==> config.mk <==
export PLATFORM = sky130hd
export DESIGN_NAME = scene_reg_loader
export DESIGN_NICKNAME = d
export VERILOG_FILES = /design/src/rtl/scene_reg_loader.sv
export SDC_FILE = /design/constraint.sdc
export NUM_CORES = 1
export LEC_CHECK = 0
export BUFFER_PORTS_ARGS = -buffer_cell sky130_fd_sc_hd__buf_2
export CAP_MARGIN = 20
export CORE_AREA = 2 2 167 169
export CTS_BUF_LIST = sky130_fd_sc_hd__clkbuf_4 sky130_fd_sc_hd__clkbuf_8
export DETAILED_ROUTE_END_ITERATION = 10
export DIE_AREA = 0 0 169 171
export PLACE_DENSITY = 0.8
export SLEW_MARGIN = 20
export SYNTH_ARGS = -nofsm -noshare
export SYNTH_HDL_FRONTEND = slang
export SYNTH_SLANG_ARGS = --single-unit
==> constraint.sdc <==
create_clock -name clk -period 2.7 [get_ports clk]
set_input_delay 0.135 -clock clk [delete_from_list [all_inputs] [get_ports clk]]
set_output_delay 0.135 -clock clk [all_outputs]
set_load 0.1 [all_outputs]
==> src/rtl/scene_reg_loader.sv <==
// -----------------------------------------------------------------------------
// scene_reg_loader
//
// Byte-stream command decoder that fills a shadow copy of the rasterizer scene
// (per-polygon vertices and colours, enable mask, background colour) and
// promotes it to the active copy in a single edge at a frame boundary, so the
// rasterizer never observes a half-written scene.
//
// Header byte: [7:6] opcode, [5:4] polygon index, [3:0] ignored.
//   00 WRITE_POLY  7 payload bytes: colour, v0_x, v0_y, v1_x, v1_y, v2_x, v2_y
//   01 SET_EN      1 payload byte:  enable mask
//   10 SET_BG      1 payload byte:  background colour
//   11 COMMIT      no payload; swap shadow -> active at the next frame_start
//
// Ports:
//   clk, rst_n        clock, asynchronous active-low reset
//   in_data/in_valid  command/payload byte and its qualifier
//   in_ready          byte accepted on in_valid && in_ready (from state only)
//   frame_start       one-cycle pulse at row 0, column 0
//   commit_pending    COMMIT accepted, swap not yet done
//   swap_done         one-cycle pulse in the cycle after the active update
//   cmp_en, background_color, poly_color, v{0,1,2}_{x,y}
//                     active scene, polygon i at [W*i +: W] of each bus
// -----------------------------------------------------------------------------
module scene_reg_loader #(
  parameter int N_POLY = 4,
  parameter int WPX    = 7,
  parameter int WPY    = 6,
  parameter int WCOLOR = 6
) (
  input  logic                     clk,
  input  logic                     rst_n,
  input  logic [7:0]               in_data,
  input  logic                     in_valid,
  output logic                     in_ready,
  input  logic                     frame_start,
  output logic                     commit_pending,
  output logic                     swap_done,
  output logic [N_POLY-1:0]        cmp_en,
  output logic [WCOLOR-1:0]        background_color,
  output logic [WCOLOR*N_POLY-1:0] poly_color,
  output logic [WPX*N_POLY-1:0]    v0_x,
  output logic [WPX*N_POLY-1:0]    v1_x,
  output logic [WPX*N_POLY-1:0]    v2_x,
  output logic [WPY*N_POLY-1:0]    v0_y,
  output logic [WPY*N_POLY-1:0]    v1_y,
  output logic [WPY*N_POLY-1:0]    v2_y
);

  typedef enum logic [1:0] {IDLE, PAYLOAD, WAIT_FRAME} state_e;
  typedef enum logic [1:0] {OP_WRITE, OP_EN, OP_BG, OP_COMMIT} opcode_e;

  // Packed 2-D fields: element i of each array lands at [W*i +: W], which is
  // exactly the rasterizer's packed bus layout.
  typedef struct packed {
    logic [N_POLY-1:0]             en;
    logic [WCOLOR-1:0]             bg;
    logic [N_POLY-1:0][WCOLOR-1:0] color;
    logic [N_POLY-1:0][WPX-1:0]    v0x;
    logic [N_POLY-1:0][WPY-1:0]    v0y;
    logic [N_POLY-1:0][WPX-1:0]    v1x;
    logic [N_POLY-1:0][WPY-1:0]    v1y;
    logic [N_POLY-1:0][WPX-1:0]    v2x;
    logic [N_POLY-1:0][WPY-1:0]    v2y;
  } scene_t;

  state_e     state_q, state_d;
  opcode_e    op_q, op_d;
  logic [1:0] idx_q, idx_d;
  logic [2:0] cnt_q, cnt_d;     // payload bytes still expected
  scene_t     shd_q, shd_d;     // shadow copy, written by the byte stream
  scene_t     act_q, act_d;     // active copy, seen by the rasterizer
  logic       swap_q, swap_d;

  logic    accept;
  opcode_e hdr_op;

  assign in_ready = (state_q != WAIT_FRAME);
  assign accept   = in_valid && in_ready;
  assign hdr_op   = opcode_e'(in_data[7:6]);

  always_comb begin
    // NOTE: every variable gets a default before any branch, so no path leaves
    // a value unassigned and no latch is inferred.
    state_d = state_q;
    op_d    = op_q;
    idx_d   = idx_q;
    cnt_d   = cnt_q;
    shd_d   = shd_q;
    act_d   = act_q;
    swap_d  = 1'b0;

    unique case (state_q)
      IDLE: begin
        if (accept) begin
          op_d  = hdr_op;
          idx_d = in_data[5:4];
          unique case (hdr_op)
            OP_WRITE: begin state_d = PAYLOAD; cnt_d = 3'd7; end
            OP_EN,
            OP_BG:    begin state_d = PAYLOAD; cnt_d = 3'd1; end
            OP_COMMIT: begin
              // A coincident frame_start swaps on this very edge.
              if (frame_start) begin
                act_d  = shd_q;
                swap_d = 1'b1;
              end else begin
                state_d = WAIT_FRAME;
              end
            end
          endcase
        end
      end

      PAYLOAD: begin
        if (accept) begin
          cnt_d = cnt_q - 3'd1;
          if (cnt_q == 3'd1) state_d = IDLE;
          unique case (op_q)
            OP_WRITE: begin
              // An index with no matching polygon consumes bytes, writes nothing.
              for (int i = 0; i < N_POLY; i++) begin
                if (idx_q == 2'(i)) begin
                  case (cnt_q)
                    3'd7:    shd_d.color[i] = in_data[WCOLOR-1:0];
                    3'd6:    shd_d.v0x[i]   = in_data[WPX-1:0];
                    3'd5:    shd_d.v0y[i]   = in_data[WPY-1:0];
                    3'd4:    shd_d.v1x[i]   = in_data[WPX-1:0];
                    3'd3:    shd_d.v1y[i]   = in_data[WPY-1:0];
                    3'd2:    shd_d.v2x[i]   = in_data[WPX-1:0];
                    3'd1:    shd_d.v2y[i]   = in_data[WPY-1:0];
                    default: ;
                  endcase
                end
              end
            end
            OP_EN:   shd_d.en = in_data[N_POLY-1:0];
            OP_BG:   shd_d.bg = in_data[WCOLOR-1:0];
            default: ;
          endcase
        end
      end

      WAIT_FRAME: begin
        if (frame_start) begin
          act_d   = shd_q;
          swap_d  = 1'b1;
          state_d = IDLE;
        end
      end

      default: state_d = IDLE;
    endcase
  end

  // NOTE: reset clears both scene copies too; the rasterizer must see a blank
  // scene out of reset, not whatever the flops powered up with.
  always_ff @(posedge clk or negedge rst_n) begin
    if (!rst_n) begin
      state_q <= IDLE;
      op_q    <= OP_WRITE;
      idx_q   <= '0;
      cnt_q   <= '0;
      shd_q   <= '0;
      act_q   <= '0;
      swap_q  <= 1'b0;
    end else begin
      // NOTE: non-blocking assignments keep every flop sampling pre-edge values.
      state_q <= state_d;
      op_q    <= op_d;
      idx_q   <= idx_d;
      cnt_q   <= cnt_d;
      shd_q   <= shd_d;
      act_q   <= act_d;
      swap_q  <= swap_d;
    end
  end

  assign commit_pending   = (state_q == WAIT_FRAME);
  assign swap_done        = swap_q;
  assign cmp_en           = act_q.en;
  assign background_color = act_q.bg;
  assign poly_color       = act_q.color;
  assign v0_x             = act_q.v0x;
  assign v0_y             = act_q.v0y;
  assign v1_x             = act_q.v1x;
  assign v1_y             = act_q.v1y;
  assign v2_x             = act_q.v2x;
  assign v2_y             = act_q.v2y;

endmodule
Yosys cells after proc, flatten, opt, wreduce, memory -nomap -nowiden:

Cells that the tools add are included.

* output and inout bits: 193
* bits in latches: 0
* ROM bits: 0
* memories kept: 0
* RAM bits: 0
* input port bits: 12
* flip-flop bits (word level): 390
* word-level logic and storage cells: 153

* shifts and indexed selects: 0
* equality and inequality tests: 25
* div/mod/pow operators: 0
* bitwise logic cells: 0
* magnitude comparators: 0
* multiply operators: 0
* add/subtract/negate cells: 1
* muxes and demuxes: 19
* reduce and logical (&&, ||, !) cells: 43

Operator list (count)
* $mux W190: 3
* $pmux W190 S2: 1
* $reduce_and A5 Y1: 29
* $eq A2 B2 Y1 const B: 6
* $eq A3 B3 Y1 const B: 4
* $pmux W3 S2: 2
* $mux W2: 5
* $ne A2 B2 Y1 const B: 5
* $reduce_and A3 Y1: 3
* $eq A2 B1 Y1 const B: 4
* $logic_not A2 Y1: 4
* $eq A3 B2 Y1 const B: 2
* $mux W3: 2
* $pmux W2 S3: 1
* $pmux W2 S2: 1
* $reduce_and A4 Y1: 1
* $reduce_bool A2 Y1: 2
* $eq A3 B1 Y1 const B: 1
* $mux W1: 3
* $ne A3 B1 Y1 const B: 1
* $ne A3 B3 Y1 const B: 1
* $reduce_or A3 Y1: 1
* $sub A3 B1 Y3 const B: 1
* $ne A2 B1 Y1 const B: 1
* 4 further kinds: 4

Longest topological paths before layout:

* depth in word-level cells: 5
* mapped depth: 6
* gate-level depth less buffers: 5

Least setup slack after synthesis:

No wires, ideal clock.

* path type: register to output
* start point: register state_q[0]
* end point: output port in_ready
* buffers on the path: 1
* data arrival time: 2.901 ns
* required time: 2.565 ns
* stages on the path, launching flop included: 4
* path slack: -0.336 ns
* cells stage by stage: dfrtp_1 -> buf_2 -> nor2b_1 -> inv_1

* word-level cells in the longest chain between the ends: 1

RTL lines
* start, declared: RTL line 67 `state_e state_q, state_d;`
* start signal, assigned: RTL line 169 `state_q <= state_d;`
* $ne A2 B2 Y1: RTL line 78 `assign in_ready = (state_q != WAIT_FRAME);`
* end, declared: RTL line 35 `output logic in_ready,`

Every way passes these cells.

Worst setup path after layout:

* start point: register state_q[1]
* end point: register shd_q[91] (netlist bit)

* word-level cells in the longest chain between the ends: 3
* elaborated cells between the ends (all ways): 4
* those cells by class: eq/ne (2); reduce/logical (2)

RTL lines
* $ne A2 B2 Y1: RTL line 78
* $logic_and A1 B1 Y1: RTL line 79 `assign accept = in_valid && in_ready;`
* $reduce_and A5 Y1 (no line) *
* end signal, assigned: RTL line 164 `shd_q <= '0;`
* end signal, assigned: RTL line 173 `shd_q <= shd_d;`
* end, declared: RTL line 71 `scene_t shd_q, shd_d;`

Mark *: on every way between the ends. The rest lies on a longest branch, timed or not.
A chain may end at the register's enable or synchronous reset.

==> flow_summary.ini <==
[clock_network]
tritoncts.num_buffers = 60
cts_tree = done
clkLatencyLatePin_ns = 0.59
postCtsSetupBuffers = 0
htreeDepth = 2
root_buffer = clkbuf_8
cts_sinks = 390
cts_buffer_depth = 3
clk_pin_slew_worst_paths_ns = 0.07

[setup_path]
cp_slowest_cell = nor4_4
endpoint_kind = register
rrSetupSlack_ns = 0.58
endpoint = shd_q[91]
crit_path_start = state_q[1]
max_stage_delay_ns = 0.49
startpoint_type = register
cp.arrival_ns = 2.59
ff2ff_path_depth = 4
reg2reg_to = shd_q[91]
crit_type = reg2reg
worst-path-stages = 4
worstPathRequired_ns = 3.17
path_cells = nand4bb_4, buf_4, nor4_4, mux2_2
cp_max_fo = 9
cp_top_family = simple AND/OR/NAND/NOR gates
r2r_start = state_q[1]
path_buf_inv = 1

[global_routing]
track_usage_pct = 22.4
gr-total-overflow = 0
grt_first_pass_wirelength_um = 50000
antenna_found_initial = 0
grt_start_max_net_pins = 88
grt_pass1_vias = 8813

[logic_synthesis]
postSynthCellCount = 901
syn-num-nets = 919
synthArstFlopShare_pct = 100
netlist_top_cells_area = dfrtp_1 65%, mux2_2 29%, nor4_4 0.99%
synth.most_common_cell = dfrtp_1
ys_seq_area_share_pct = 64.9
synth_common_cells = 390 x dfrtp_1, 385 x mux2_2, 23 x buf_2, 23 x clkbuf_1
synth_warnings = 0
syn_area_mm2 = 0.0150
ys.flop_type = dfrtp_1
yosysTopAreaCell = dfrtp_1
synth_edf_count = 0
ys_seq_elements = 390
avgSynthCellArea_um2 = 16.7
yosysUniqueCellTypes = 33
synthDominantCellAreaShare_pct = 64.9

[detailed_routing]
viasPerCell = 5.46
wl_um = 31600
drc = 0
ant_nets = 0
first_iter_violations = 409
wire_per_inst_um = 20.7
drt_pass1_iterations = 4
num_vias = 8344

[pwr]
p_per_area_mw_per_mm2 = 1240
swShare_pct = 44.5
p_leak_nw = 9.53
power_mw = 22.0
clkPwrFrac_pct = 22.3
p_comb_share_pct = 39.7
p_int_mw = 12.2
peakVddDrop_uv = 731
pwr-share-seq_pct = 38.0
switchingPower_mw = 9.81

[sta]
finalSetupViolCount = 0
post-route-period-util_pct = 78.6
tns_ns = 0
rsz0062_at_grt = no
relSlewSlack_pct = 42.7
skew_ns = 0.0149
hold_slack_ns = 0.0650
drv_slew = 0
layout_setup_ws_ns = 0.578
finalWorstPathRequiredPeriod_ns = 2.12
max_freq_ghz = 0.471
worst_slew_pin_slew_ns = 0.859
hold_viol_final = 0

[die]
die_h_um = 171
dieArea_mm2 = 0.0289
io_pins = 205
coreArea_mm2 = 0.0273
fp.dieW_um = 169
row_count = 61
initial_utilization_pct = 55.0

[final_layout]
num-fill-cells = 2052
final_area_mm2 = 0.0178
nets = 1161
register_area_mm2 = 0.00976
syn2layout_area_growth_pct = 18.2
drive_gt1_share_pct = 62.2
multiInputGateArea_mm2 = 0.00505
antenna_cells = 0

[run_status]
outcome = complete, no violations

[run]
maxCapViolations = 0

[place]
hpwl_um = 19700
portBuffers = 204
placed_cell_area_mm2 = 0.0165
pre_cts_ws_ns = 0.579
routabilityCongestion = 0.823

[hold_path]
hold_path_class = in2reg
cells by family (layout without fill, tap and decap cells):
kind of cell / Yosys count / in the layout / synth area share, %
AO/OA/AOI/OAI: 7 / 7 / 0.333
AND/OR/NAND/NOR: 61 / 61 / 3.80
buffers and inverters: 51 / 333 / 1.54
adder cells (fa/ha/maj): 6 / 6 / 0.499
flip-flops: 390 / 390 / 64.9
multiplexers: 386 / 386 / 28.9
placed cells by master, fill, tap and decap left out, drive strengths merged, types with 7 or more instances in the layout:
cell,count
dfrtp,390
mux2,385
buf,224
clkbuf,98
nor3,9
nand4,8
nand2,7
nor4,7
through the flow:
stage               std cells  util, %
finish                   1529     65.1
global route             1529     65.1
CTS                      1529     65.1
detailed placement       1423     60.4
global placement         1423     60.4
floorplan                 901        -
sequential cells by signal, indices dropped and copies added (netlist names), 3 cells and up:
name and flops:
v1_x 28, v2_x 28, v0_y 24, poly_color 24, cmp_en 4, cnt_q 3
background_color 6, v0_x 28, shd_q 190, v1_y 24, v2_y 24
power by group through the flow:
stage	Clock (mW)	Sequential, mW	Combinational [mW]
after floorplan	0	13.4	2.19
after global placement	0	8.38	8.65
after detailed placement	0	8.46	8.78
after CTS	5.03	8.38	8.80
after global routing	5.29	8.57	9.07
final	4.91	8.37	8.74
tightest hold or removal path, stage by stage:
cell and delay (ns):
buf_2 0.13, ha_1 0.16, a211o_1 0.12, a22oi_1 0.06
how the worst min path moves through the flow:
stage	start	endpoint	slack, ns	cells past startpoint
5_1_grt	in_data[6]	cnt_q[2]	0.07	4
3_3_place_gp	rst_n	v1_x[9]	0.15	1
3_5_place_dp	rst_n	shd_q[79]	0.16	1
2_1_floorplan	rst_n	background_color[0]	-0.16	0
6_report	in_data[6]	cnt_q[2]	0.06	4
4_1_cts	in_data[6]	cnt_q[2]	0.04	4
final cells by class:
type | instances | area share (%)
Inverter | 3 | 0.0634
Clock buffer | 98 | 6.78
Sequential cell | 390 | 54.9
Multi-Input combinational cell | 460 | 28.4
Tap cell | 346 | 2.44
Clock inverter | 4 | 0.113
Timing Repair Buffer | 228 | 7.29
what timing repair did:
action                    in CTS  in global routing
gates resized for setup        0                  0
hold buffers                   4                  0
hold endpoints to repair     117                  0
layer usage:
layer	global-route usage, %	routed length [um]	up-vias
met4	5.87	527	0
met2	35.6	15000	199
met5	0	0	-
met1	32.0	14600	4394
li1	-	-	3708
met3	4.56	1470	43
Note: power is estimated with default switching activity, not from simulation.
